[src/rtl/alu_seq.sv]
// alu_seq: registered EX-stage ALU with ready/valid handshakes on both sides.
// Single-cycle ops (AND/OR/NOR/ADD/SUB/SLT/SLTU/SLL/SRL/SRA) produce a result
// one edge after accept; MULLO/MULHI run a radix-2 shift-add multiply for
// exactly WIDTH cycles before presenting the selected product half.
//
// Ports:
//   clk_i        rising-edge clock
//   rst_i        asynchronous active-low reset
//   in_valid_i   request valid
//   in_ready_o   request can be accepted this cycle (combinational)
//   src1_i       operand A (two's complement), also the shift source
//   src2_i       operand B; shift amount is src2_i[SHW-1:0]
//   ctrl_i       4-bit opcode
//   out_valid_o  result registers hold a valid result
//   out_ready_i  consumer takes the result
//   result_o     registered result
//   zero_o       registered src1_i == src2_i, captured at accept
//   ovf_o        registered signed overflow (ADD/SUB only)
//   err_o        registered undefined-opcode flag
module alu_seq #(
  parameter int unsigned WIDTH = 32
) (
  input  logic             clk_i,
  input  logic             rst_i,
  input  logic             in_valid_i,
  output logic             in_ready_o,
  input  logic [WIDTH-1:0] src1_i,
  input  logic [WIDTH-1:0] src2_i,
  input  logic [3:0]       ctrl_i,
  output logic             out_valid_o,
  input  logic             out_ready_i,
  output logic [WIDTH-1:0] result_o,
  output logic             zero_o,
  output logic             ovf_o,
  output logic             err_o
);

  localparam int unsigned SHW = $clog2(WIDTH);
  localparam int unsigned AW  = 2 * WIDTH;

  localparam logic [3:0] OP_AND   = 4'b0000;
  localparam logic [3:0] OP_OR    = 4'b0001;
  localparam logic [3:0] OP_ADD   = 4'b0010;
  localparam logic [3:0] OP_SLL   = 4'b0011;
  localparam logic [3:0] OP_SRL   = 4'b0100;
  localparam logic [3:0] OP_SRA   = 4'b0101;
  localparam logic [3:0] OP_SUB   = 4'b0110;
  localparam logic [3:0] OP_SLT   = 4'b0111;
  localparam logic [3:0] OP_SLTU  = 4'b1000;
  localparam logic [3:0] OP_MULLO = 4'b1001;
  localparam logic [3:0] OP_MULHI = 4'b1010;
  localparam logic [3:0] OP_NOR   = 4'b1100;

  typedef enum logic {
    IDLE = 1'b0,
    MUL  = 1'b1
  } state_e;

  state_e             state_q, state_d;
  logic               out_valid_q, out_valid_d;
  logic [WIDTH-1:0]   result_q, result_d;
  logic               zero_q, zero_d;
  logic               ovf_q, ovf_d;
  logic               err_q, err_d;
  logic [AW-1:0]      acc_q, acc_d;
  logic [WIDTH-1:0]   mcand_q, mcand_d;
  logic [SHW-1:0]     cnt_q, cnt_d;
  logic               hi_sel_q, hi_sel_d;

  logic               accept_c;
  logic [SHW-1:0]     shamt_c;
  logic [WIDTH-1:0]   sum_c;
  logic [WIDTH-1:0]   diff_c;
  logic [WIDTH-1:0]   alu_res_c;
  logic               alu_ovf_c;
  logic               alu_err_c;
  logic               is_mul_c;
  logic [WIDTH:0]     step_sum_c;
  logic [AW-1:0]      acc_step_c;

  assign in_ready_o  = (state_q == IDLE) && (!out_valid_q || out_ready_i);
  assign accept_c    = in_valid_i && in_ready_o;
  assign shamt_c     = src2_i[SHW-1:0];
  assign sum_c       = src1_i + src2_i;
  assign diff_c      = src1_i - src2_i;
  assign is_mul_c    = (ctrl_i == OP_MULLO) || (ctrl_i == OP_MULHI);

  // One shift-add step: conditionally add multiplicand into the upper half,
  // then shift the whole accumulator right; the carry lands in the MSB.
  assign step_sum_c  = {1'b0, acc_q[AW-1:WIDTH]} +
                       {1'b0, mcand_q & {WIDTH{acc_q[0]}}};
  assign acc_step_c  = {step_sum_c, acc_q[WIDTH-1:1]};

  // Single-cycle datapath
  always_comb begin
    alu_res_c = '1;
    alu_ovf_c = 1'b0;
    alu_err_c = 1'b0;
    unique case (ctrl_i)
      OP_AND:  alu_res_c = src1_i & src2_i;
      OP_OR:   alu_res_c = src1_i | src2_i;
      OP_NOR:  alu_res_c = ~(src1_i | src2_i);
      OP_ADD: begin
        alu_res_c = sum_c;
        alu_ovf_c = (src1_i[WIDTH-1] == src2_i[WIDTH-1]) &&
                    (sum_c[WIDTH-1] != src1_i[WIDTH-1]);
      end
      OP_SUB: begin
        alu_res_c = diff_c;
        alu_ovf_c = (src1_i[WIDTH-1] != src2_i[WIDTH-1]) &&
                    (diff_c[WIDTH-1] != src1_i[WIDTH-1]);
      end
      OP_SLT:  alu_res_c = WIDTH'($signed(src1_i) < $signed(src2_i));
      OP_SLTU: alu_res_c = WIDTH'(src1_i < src2_i);
      OP_SLL:  alu_res_c = src1_i << shamt_c;
      OP_SRL:  alu_res_c = src1_i >> shamt_c;
      OP_SRA:  alu_res_c = WIDTH'($signed(src1_i) >>> shamt_c);
      default: begin
        alu_res_c = '1;
        alu_err_c = 1'b1;
      end
    endcase
  end

  // Next-state and register updates
  always_comb begin
    state_d     = state_q;
    out_valid_d = out_valid_q && !out_ready_i;
    result_d    = result_q;
    zero_d      = zero_q;
    ovf_d       = ovf_q;
    err_d       = err_q;
    acc_d       = acc_q;
    mcand_d     = mcand_q;
    cnt_d       = cnt_q;
    hi_sel_d    = hi_sel_q;

    unique case (state_q)
      IDLE: begin
        if (accept_c) begin
          zero_d = (src1_i == src2_i);
          if (is_mul_c) begin
            state_d     = MUL;
            out_valid_d = 1'b0;
            acc_d       = {{WIDTH{1'b0}}, src2_i};
            mcand_d     = src1_i;
            cnt_d       = '0;
            hi_sel_d    = (ctrl_i == OP_MULHI);
          end else begin
            out_valid_d = 1'b1;
            result_d    = alu_res_c;
            ovf_d       = alu_ovf_c;
            err_d       = alu_err_c;
          end
        end
      end
      MUL: begin
        acc_d = acc_step_c;
        cnt_d = cnt_q + SHW'(1);
        if (cnt_q == SHW'(WIDTH - 1)) begin
          state_d     = IDLE;
          out_valid_d = 1'b1;
          result_d    = hi_sel_q ? acc_step_c[AW-1:WIDTH] : acc_step_c[WIDTH-1:0];
          ovf_d       = 1'b0;
          err_d       = 1'b0;
        end
      end
      default: state_d = IDLE;
    endcase
  end

  always_ff @(posedge clk_i or negedge rst_i) begin
    if (!rst_i) begin
      state_q     <= IDLE;
      out_valid_q <= 1'b0;
      result_q    <= '0;
      zero_q      <= 1'b0;
      ovf_q       <= 1'b0;
      err_q       <= 1'b0;
      acc_q       <= '0;
      mcand_q     <= '0;
      cnt_q       <= '0;
      hi_sel_q    <= 1'b0;
    end else begin
      state_q     <= state_d;
      out_valid_q <= out_valid_d;
      result_q    <= result_d;
      zero_q      <= zero_d;
      ovf_q       <= ovf_d;
      err_q       <= err_d;
      acc_q       <= acc_d;
      mcand_q     <= mcand_d;
      cnt_q       <= cnt_d;
      hi_sel_q    <= hi_sel_d;
    end
  end

  assign out_valid_o = out_valid_q;
  assign result_o    = result_q;
  assign zero_o      = zero_q;
  assign ovf_o       = ovf_q;
  assign err_o       = err_q;

endmodule
[config.mk]
export PLATFORM = sky130hd
export DESIGN_NAME = alu_seq
export DESIGN_NICKNAME = d
export VERILOG_FILES = /design/src/rtl/alu_seq.sv
export SDC_FILE = /design/constraint.sdc
export NUM_CORES = 1
export LEC_CHECK = 0
export ABC_CLOCK_PERIOD_IN_PS = 8300
export CAP_MARGIN = 10
export CORE_AREA = 2 2 158 221
export CTS_BUF_LIST = sky130_fd_sc_hd__clkbuf_8
export DETAILED_ROUTE_END_ITERATION = 10
export DIE_AREA = 0 0 160 223
export PLACE_DENSITY = 0.69
export SYNTH_ARGS = -nofsm -noshare
export SYNTH_HDL_FRONTEND = slang
export SYNTH_SLANG_ARGS = --single-unit
[constraint.sdc]
create_clock -name clk_i -period 8.3 [get_ports clk_i]
set_input_delay 2.075 -clock clk_i [delete_from_list [all_inputs] [get_ports clk_i]]
set_output_delay 2.075 -clock clk_i [all_outputs]
set_load 0.05 [all_outputs]
==> flow_summary.ini, run 1 <==
[sta]
clock_skew_ns = 0.02418
hold_viol_final = 0
drv_slew = 0
rsz0062_at_grt = no
worstMarginPinSlew_ns = 1.245
fmax_mhz = 167.8
relSlewSlack = 0.1682
setup_slack_ns = 2.342
fin_crit_sh = 0.7179
period_needed_ns = 5.958
setup_violations = 0
fin_tns_setup_ns = 0

[cts]
cts.sinks = 139
cts_buffers = 17
cts_resized = 0
cts_tree = done
htree_levels = 4
cts_setup_buffers = 0
root_buffer = clkbuf_8
cts_hold_buf = 0
clk_pin_slew_worst_paths_ns = 0.08
clk_path_buf_depth = 2
insertion_delay_ns = 0.50

[cells_and_area]
fin_area_um2 = 18290
areaGrowthSynthToFinish_pct = 9.850
nNetsFinal = 2408
final_cell_mix = nor2_1, nand2_1, o21ai_0
final_layout_size_suffix_gt1_frac = 0.07703
num_antenna_cells = 0
final_common_cell = nor2_1

[drt]
wire_per_inst_um = 27.32
drc = 0
drt_wl_total_um = 72620
drt_iter0_drc = 1944
dr_total_vias = 17940
dr.pass1.iters = 6
postRouteAntennaNets = 0
vias_per_cell = 6.751

[yosys]
yosysSeqAreaShare = 0.2089
async_reset_ff_frac = 1.000
syn-num-nets = 2400
yosysUniqueCellTypes = 98
synth_largest_area_cell = dfrtp_1
synthFlopType = dfrtp_1
synth_cells = 2187
avgSynthCellArea_um2 = 7.614
synth_top_area_frac = 0.2089
yosys_warnings = 0
synth_area_um2 = 16650
netlist_top_cells_area = dfrtp_1, ha_1, o21ai_0
synth-seq-cells = 139
synth-edff-count = 0

[global_routing]
antenna_found_initial = 3
grt_max_degree = 78
grt-ovfl-total = 0
grt_use_total = 0.4004
first_global_vias = 17110
grt_pass1_wl_um = 107800

[die]
start_util = 0.4922
fp.dieW_um = 160
io_pins = 109
dieArea_um2 = 35680
core_region_area_um2 = 33830
fp.dieH_um = 223
num_rows = 80

[power]
power_density_nw_per_um2 = 264.0
p_leak_nw = 7.895
p_int_w = 0.002395
clkPwrFrac = 0.126
power_frac_seq = 0.261
combPwrFrac = 0.614
ir_drop_v = 0.0002940
swShare = 0.5042
p_sw_w = 0.002436

[critical_path]
crit_end = in_ready_o
worstSetupPathType = input pin to primary output
cpPeakStageDelay_ns = 0.89
cp_top_family = buffers and inverters
cp_common_cell = clkdlybuf4s50_1
endpoint_kind = primary output
path_max_fanout = 4
cp.depth = 4
reg2reg_depth = 11
critical_path.cell_chain = clkdlybuf4s50_1 > inv_1 > a21oi_1 > clkdlybuf4s50_1
worstPathArrival_ns = 3.88
cp-startpoint = out_ready_i
required_ns = 6.23
startpoint_type = input pin
reg2reg_slack_ns = 3.94
critPathBufInv = 3
r2r_end = result_o[28]
crit_slowest_cell = clkdlybuf4s50_1
timing.rr.start = acc_q[0]

[placement]
io_buffers = 108
place_hpwl_um = 55780
place_ws_ns = 2.342
place.gp.congestion = 1.087
placed_area_um2 = 17890

[run_status]
outcome = completed

[min_path]
hp-start = mcand_q[28]
worst_hold_path_type = flop to flop

[job]
maxCapViolCount = 0
power groups by stage:
stage	sequential [W]	combinational (W)	clock [W]
after detailed placement	0.00126	0.00291	0
after CTS	0.00125	0.00292	0.000610
final	0.00126	0.00296	0.000608
after floorplan	0.00143	0.00182	0
after global routing	0.00129	0.00322	0.000637
after global placement	0.00126	0.00286	0
worst min-delay path by stage:
stage | endpoint | slack (ns) | depth (start not counted)
after global placement | mcand_q[21] | 0.45 | 2
after global routing | mcand_q[30] | 0.51 | 2
after detailed placement | mcand_q[28] | 0.46 | 2
after CTS | mcand_q[22] | 0.48 | 2
after floorplan | mcand_q[31] | 0.44 | 2
final | mcand_q[28] | 0.48 | 2
layout make-up:
cell class | count | area [um2]
Fill cell | 3391 | 15540
Tap cell | 451 | 564.3
Clock buffer | 17 | 234.0
Inverter | 108 | 405.4
Sequential cell | 139 | 3480
Multi-Input combinational cell | 1782 | 12090
Timing Repair Buffer | 147 | 1353
Clock inverter | 14 | 170.2
cell usage after synthesis (6+ instances only):
master,count
mux2_2,17
o211ai_1,33
or2_2,6
nor4_1,10
o21ai_1,20
o2111ai_1,10
xor2_1,19
and3_1,13
o31ai_1,14
a31oi_1,27
buf_2,35
o21a_1,8
a211oi_1,40
clkbuf_1,93
o21ai_0,206
nand3_1,45
and2_1,41
inv_1,104
a22oi_1,23
mux4_2,37
nand4_1,12
a21oi_1,152
or3_1,17
nor2_1,260
o221ai_1,7
a221oi_1,19
buf_1,20
o21bai_1,11
dfrtp_1,139
a31o_2,7
a21o_1,27
a211o_1,9
mux2i_1,64
xnor2_1,38
ha_1,138
a221o_1,6
o22ai_1,41
nand2b_1,21
nor3_1,42
nor2b_1,10
nand2_1,226
per-stage QoR:
stage          total power [W]  utilization  instances  hold WS, ns
4_1_cts               0.004786       0.5407       2658       0.4800
3_3_place_gp          0.004116       0.5287       2627       0.4545
6_report              0.004830       0.5407       2658       0.4790
3_5_place_dp          0.004173       0.5287       2627       0.4620
2_1_floorplan         0.003244            -       2187       0.4418
5_1_grt               0.005149       0.5407       2658       0.5052
layer usage:
metal  wire length (um)  track usage  up-vias
met5                 22            0        -
met4               4884       0.2310        4
met3               5401      0.05187      238
met2              33580       0.6541      966
met1              28740       0.5099     8734
li1                   -            -     8002
sequential cells by signal, summed over array words and instances (netlist names):
name         cells
acc_q           64
mcand_q         32
result_o        32
cnt_q            5
err_o            1
hi_sel_q         1
out_valid_o      1
ovf_o            1
state_q          1
zero_o           1
cells by family (layout without fill, tap and decap cells):
| logic type | Yosys count | in the layout | share of synthesized area |
|---|---|---|---|
| simple gates | 732 | 732 | 0.1994 |
| compound gates | 729 | 729 | 0.2830 |
| buf+inv | 266 | 286 | 0.06672 |
| fa+ha+maj | 141 | 141 | 0.1073 |
| flops | 139 | 139 | 0.2089 |
| mux | 123 | 123 | 0.1047 |
| xor+xnor | 57 | 57 | 0.02998 |
worst min-delay path, cell delays in order, from the launching register on:
cell and delay, ns:
dfrtp_1 0.34, nand2_1 0.05, o21ai_0 0.06
No activity file was read; power rests on OpenSTA's default activity.
==> run 2, diff against run 1 <==
Settings changed: ABC_CLOCK_PERIOD_IN_PS 8300 to 5540.
Clock period 8.3 ns to 5.54 ns, I/O delays scaled along.
==> run 2 against run 1 <==
Clock power is 35% higher. Total power increased by 49%. Critical path depth is 10 higher. Critical endpoint is now result_o[25]. Highest routed layer is now met4.
==> flow_summary.ini, run 2 (same netlist as run 1, synthesis figures left out) <==
[cts]
root_buffer = clkbuf_8
insertion_delay_ns = 0.49
clk_path_buf_depth = 2
cts_hold_buf = 0
cts_buffers = 17
cts.sinks = 139
clk_pin_slew_worst_paths_ns = 0.08
cts_resized = 0
cts_tree = done
htree_levels = 4
cts_setup_buffers = 0

[power]
power_density_nw_per_um2 = 387.7
ir_drop_v = 0.0003856
p_leak_nw = 8.085

[global_routing]
first_global_vias = 17380
grt_max_degree = 105
grt-ovfl-total = 0
grt_use_total = 0.4078
antenna_found_initial = 1
grt_pass1_wl_um = 109200

[die]
fp.dieH_um = 223
start_util = 0.4922
core_region_area_um2 = 33830
dieArea_um2 = 35680
num_rows = 80
fp.dieW_um = 160
io_pins = 109

[placement]
place_hpwl_um = 58220
place_ws_ns = 0.4558
io_buffers = 108
place.gp.congestion = 1.123

[cells_and_area]
final_cell_mix = nor2_1, nand2_1, o21ai_0
largest_reg_flops = 64
regMostFlops = acc_q
areaGrowthSynthToFinish_pct = 11.79
final_layout_size_suffix_gt1_frac = 0.09467
final_common_cell = nor2_1
nNetsFinal = 2450

[critical_path]
endpoint_kind = flop
cpPeakStageDelay_ns = 0.67
worstSetupPathType = input pin to flop
required_ns = 5.90
startpoint_type = input pin
crit_slowest_cell = clkdlybuf4s50_1
critical_path.cell_chain = clkdlybuf4s50_1 > inv_1 > ha_1 > a21oi_1 > o21ai_1 > o2111a_1 > nor3_2 > buf_4 > o211ai_1 > a31o_2 > mux2i_1 > xnor2_1 > a211oi_1 > nor3_1
worstPathArrival_ns = 4.98
cp_top_family = compound AO/OA/AOI/OAI gates
critPathBufInv = 3
path_max_fanout = 9

[sta]
fmax_mhz = 216.2
clock_skew_ns = 0.01702
rsz0062_at_grt = no
setup_violations = 0
fin_crit_sh = 0.8349
setup_slack_ns = 0.9146
fin_tns_setup_ns = 0
relSlewSlack = 0.3047
drv_slew = 0
worstMarginPinSlew_ns = 1.043
period_needed_ns = 4.625
hold_ws_ns = 0.4818
hold_viol_final = 0

[min_path]
worst_hold_path_type = flop to flop

[drt]
vias_per_cell = 6.675
drt_iter0_drc = 2150
drt_wl_total_um = 73950
wire_per_inst_um = 27.37
dr_total_vias = 18040
dr.pass1.iters = 6
postRouteAntennaNets = 0
drc = 0

[run_status]
outcome = completed

[job]
maxCapViolCount = 0
[run 2: cell count changes in the layout (fill, tap and decap cells not counted), moves of 2 or more]
cell and change:
buf_4 +39, clkinvlp_4 +3, bufinv_16 -2, inv_6 -2, buf_12 +3
[run 2: tightest hold or removal path, cell delays in order, from the launching register on]
cell and delay [ns]:
dfrtp_1 0.35, nand2_1 0.05, o21ai_0 0.06
[run 2: worst paths after layout]
check / start / endpoint / slack, ns / depth (start not counted)
setup / recovery: src1_i[4] / result_o[25] / 0.91 / 14
hold / removal: mcand_q[26] / mcand_q[26] / 0.48 / 2
setup reg to reg: acc_q[0] / result_o[29] / 1.54 / 12
hold reg to reg: mcand_q[26] / mcand_q[26] / 0.48 / 2
max in group asynchronous: rst_i / result_o[27] / 3.35 / 2
min in group asynchronous: rst_i / cnt_q[0] / 1.04 / 1
[run 2: cell type report]
class                           instances  area, um2
Fill cell                            3309      15220
Sequential cell                       139       3480
Tap cell                              451      564.3
Timing Repair Buffer                  189       1705
Multi-Input combinational cell       1782      12090
Clock inverter                         14      123.9
Inverter                              108      405.4
Clock buffer                           18      247.7
Antenna cell                            1      2.502
[run 2: power by group]
part	total, W	leakage, nW	internal, W	switching (W)
clock	0.000819	0.180	0.000366	0.000454
sequential	0.00190	1.63	0.00149	0.000410
combinational	0.00450	6.27	0.00169	0.00281
total	0.00722	8.08	0.00355	0.00367
[run 2: layer usage]
| layer | vias to the layer above | GRT usage | share of wire |
|---|---|---|---|
| li1 | 8070 | - | - |
| met1 | 8748 | 0.5104 | 0.39 |
| met2 | 1005 | 0.6612 | 0.46 |
| met3 | 213 | 0.06563 | 0.081 |
| met4 | 0 | 0.2470 | 0.068 |
| met5 | - | 0 | 0 |
[run 2: through the flow]
stage / utilization / area (um2) / std cells / total power (W)
2_1_floorplan: - / 16650 / 2187 / 0.004861
3_3_place_gp: 0.5392 / 18240 / 2669 / 0.006200
3_5_place_dp: 0.5392 / 18240 / 2669 / 0.006304
5_1_grt: 0.5501 / 18610 / 2701 / 0.007688
6_report: 0.5502 / 18620 / 2702 / 0.007218
4_1_cts: 0.5501 / 18610 / 2701 / 0.007138
==> run 3, diff against run 2 <==
Settings changed: ABC_CLOCK_PERIOD_IN_PS 5540 to 3980, PLACE_DENSITY 0.69 to 0.71.
Clock period 5.54 ns to 3.98 ns, I/O delays scaled along.
==> run 3 against run 2 <==
Total power is 48% higher. First-iteration DRC count is 15% higher. Global-route usage is 2.6 points higher. Combinational power is 51% higher. Design area is 15% higher. Sequential share of layout area is 2.4 points lower. Clock power is 64% higher. Register-to-register slack worse by 1.3 ns. Routed wire length is 6.6% higher. Sequential power is 34% higher. Clock-buffer cell count is 1 lower. Sequential cell count stayed put. Critical path type unchanged. Largest cell class unchanged.
==> flow_summary.ini, run 3 (same netlist as run 1, synthesis figures left out) <==
[critical_path]
worstSetupPathType = input pin to flop
reg2reg_slack_ns = 0.25
worstPathArrival_ns = 4.28
required_ns = 4.32
startpoint_type = input pin
r2r_end = result_o[28]
reg2reg_depth = 13
cp-startpoint = src1_i[14]
timing.rr.start = acc_q[0]
path_max_fanout = 5
crit_end = ovf_o
endpoint_kind = flop

[cells_and_area]
largest_reg_flops = 64
areaGrowthSynthToFinish_pct = 28.30
regMostFlops = acc_q
fillers = 3118
fin_area_um2 = 21360
nNetsFinal = 2781
final_common_cell = buf_4
final_cell_mix = buf_4, nor2_1, nand2_1
final_cells = 3034
final_layout_size_suffix_gt1_frac = 0.2201

[sta]
rsz0062_at_grt = yes
clock_skew_ns = 0.01452
worstMarginPinSlew_ns = 0.7826
setup_violations = 0
hold_viol_final = 0
setup_slack_ns = 0.04646
drv_slew = 0
period_needed_ns = 3.934
fmax_mhz = 254.2
relSlewSlack = 0.4777
fin_crit_sh = 0.9883
fin_tns_setup_ns = 0

[cts]
clk_path_buf_depth = 2
cts_tree = done
cts.sinks = 139
insertion_delay_ns = 0.48
clk_pin_slew_worst_paths_ns = 0.08
htree_levels = 4
root_buffer = clkbuf_8
cts_buffers = 17
cts_hold_buf = 0

[placement]
place_hpwl_um = 62730
place_inst = 2996
place.gp.congestion = 1.075
io_buffers = 108
placed_area_um2 = 20740
place_ws_ns = -0.4001

[die]
fp.dieW_um = 160
core_region_area_um2 = 33830
io_pins = 109
num_rows = 80
fp.dieH_um = 223
start_util = 0.4922
dieArea_um2 = 35680

[power]
ir_drop_v = 0.0004678
total_power_w = 0.01070
p_leak_nw = 9.793
power_density_nw_per_um2 = 500.8

[global_routing]
antenna_found_initial = 1
first_global_vias = 19040
grt_max_degree = 80
grt_pass1_wl_um = 117400
grt-ovfl-total = 0
grt_use_total = 0.4337

[min_path]
worst_hold_path_type = flop to flop

[drt]
drc = 0
wire_per_inst_um = 25.98
drt_iter0_drc = 2474
drt_wl_total_um = 78830
dr_total_vias = 19740
postRouteAntennaNets = 0
dr.pass1.iters = 6
vias_per_cell = 6.506

[job]
maxCapViolCount = 0

[run_status]
outcome = completed
run 3: routing by layer:
metal,wire length (um),track usage,vias up
li1,-,-,8742
met1,30020,0.5447,9449
met2,35370,0.6950,1247
met3,7410,0.07790,300
met4,6038,0.2627,0
met5,0,0,-
run 3: stage by stage:
stage,utilization,hold slack (ns)
finish,0.6315,0.4779
global route,0.6313,0.5098
CTS,0.6263,0.4802
detailed placement,0.6131,0.4626
global placement,0.6131,0.4545
floorplan,-,0.4418
run 3: how the worst min path moves through the flow:
stage                startpoint          end  slack [ns]  cells after the start
global route        mcand_q[15]  mcand_q[15]        0.51                      2
detailed placement  mcand_q[22]  mcand_q[22]        0.46                      2
floorplan           mcand_q[31]  mcand_q[31]        0.44                      2
CTS                 mcand_q[22]  mcand_q[22]        0.48                      2
global placement    mcand_q[14]  mcand_q[14]        0.45                      2
finish              mcand_q[22]  mcand_q[22]        0.48                      2
run 3: final cells by class:
cell class | instances | area (um2) | area share
repair buffers | 520 | 4253 | 0.1991
multi-input cells | 1782 | 12210 | 0.5717
clock buffers | 17 | 234.0 | 0.01095
clock inverters | 15 | 210.2 | 0.009839
well taps | 451 | 564.3 | 0.02641
diodes | 2 | 5.005 | 0.0002343
inverters | 108 | 405.4 | 0.01898
flip-flops and latches | 139 | 3480 | 0.1629
run 3: what timing repair did:
action	4_1_cts	5_1_grt
gates resized for setup	0	33
endpoints found under the setup margin	0	12
setup buffers	0	4
run 3: report_power, final:
part	switching, W	internal [W]	total, W
logic	0.00414	0.00267	0.00681
clock network	0.000640	0.000696	0.00134
registers	0.000475	0.00208	0.00255
run 3: worst max-delay path, cell delays in order:
cell	delay, ns
clkdlybuf4s50_1	0.60
inv_1	0.12
ha_1	0.38
buf_4	0.17
nor4_1	0.24
o21ai_1	0.13
nand4b_1	0.18
o211a_1	0.27
or3_1	0.39
nand2_1	0.13
a2bb2o_1	0.30
a32oi_1	0.24
o31ai_1	0.11
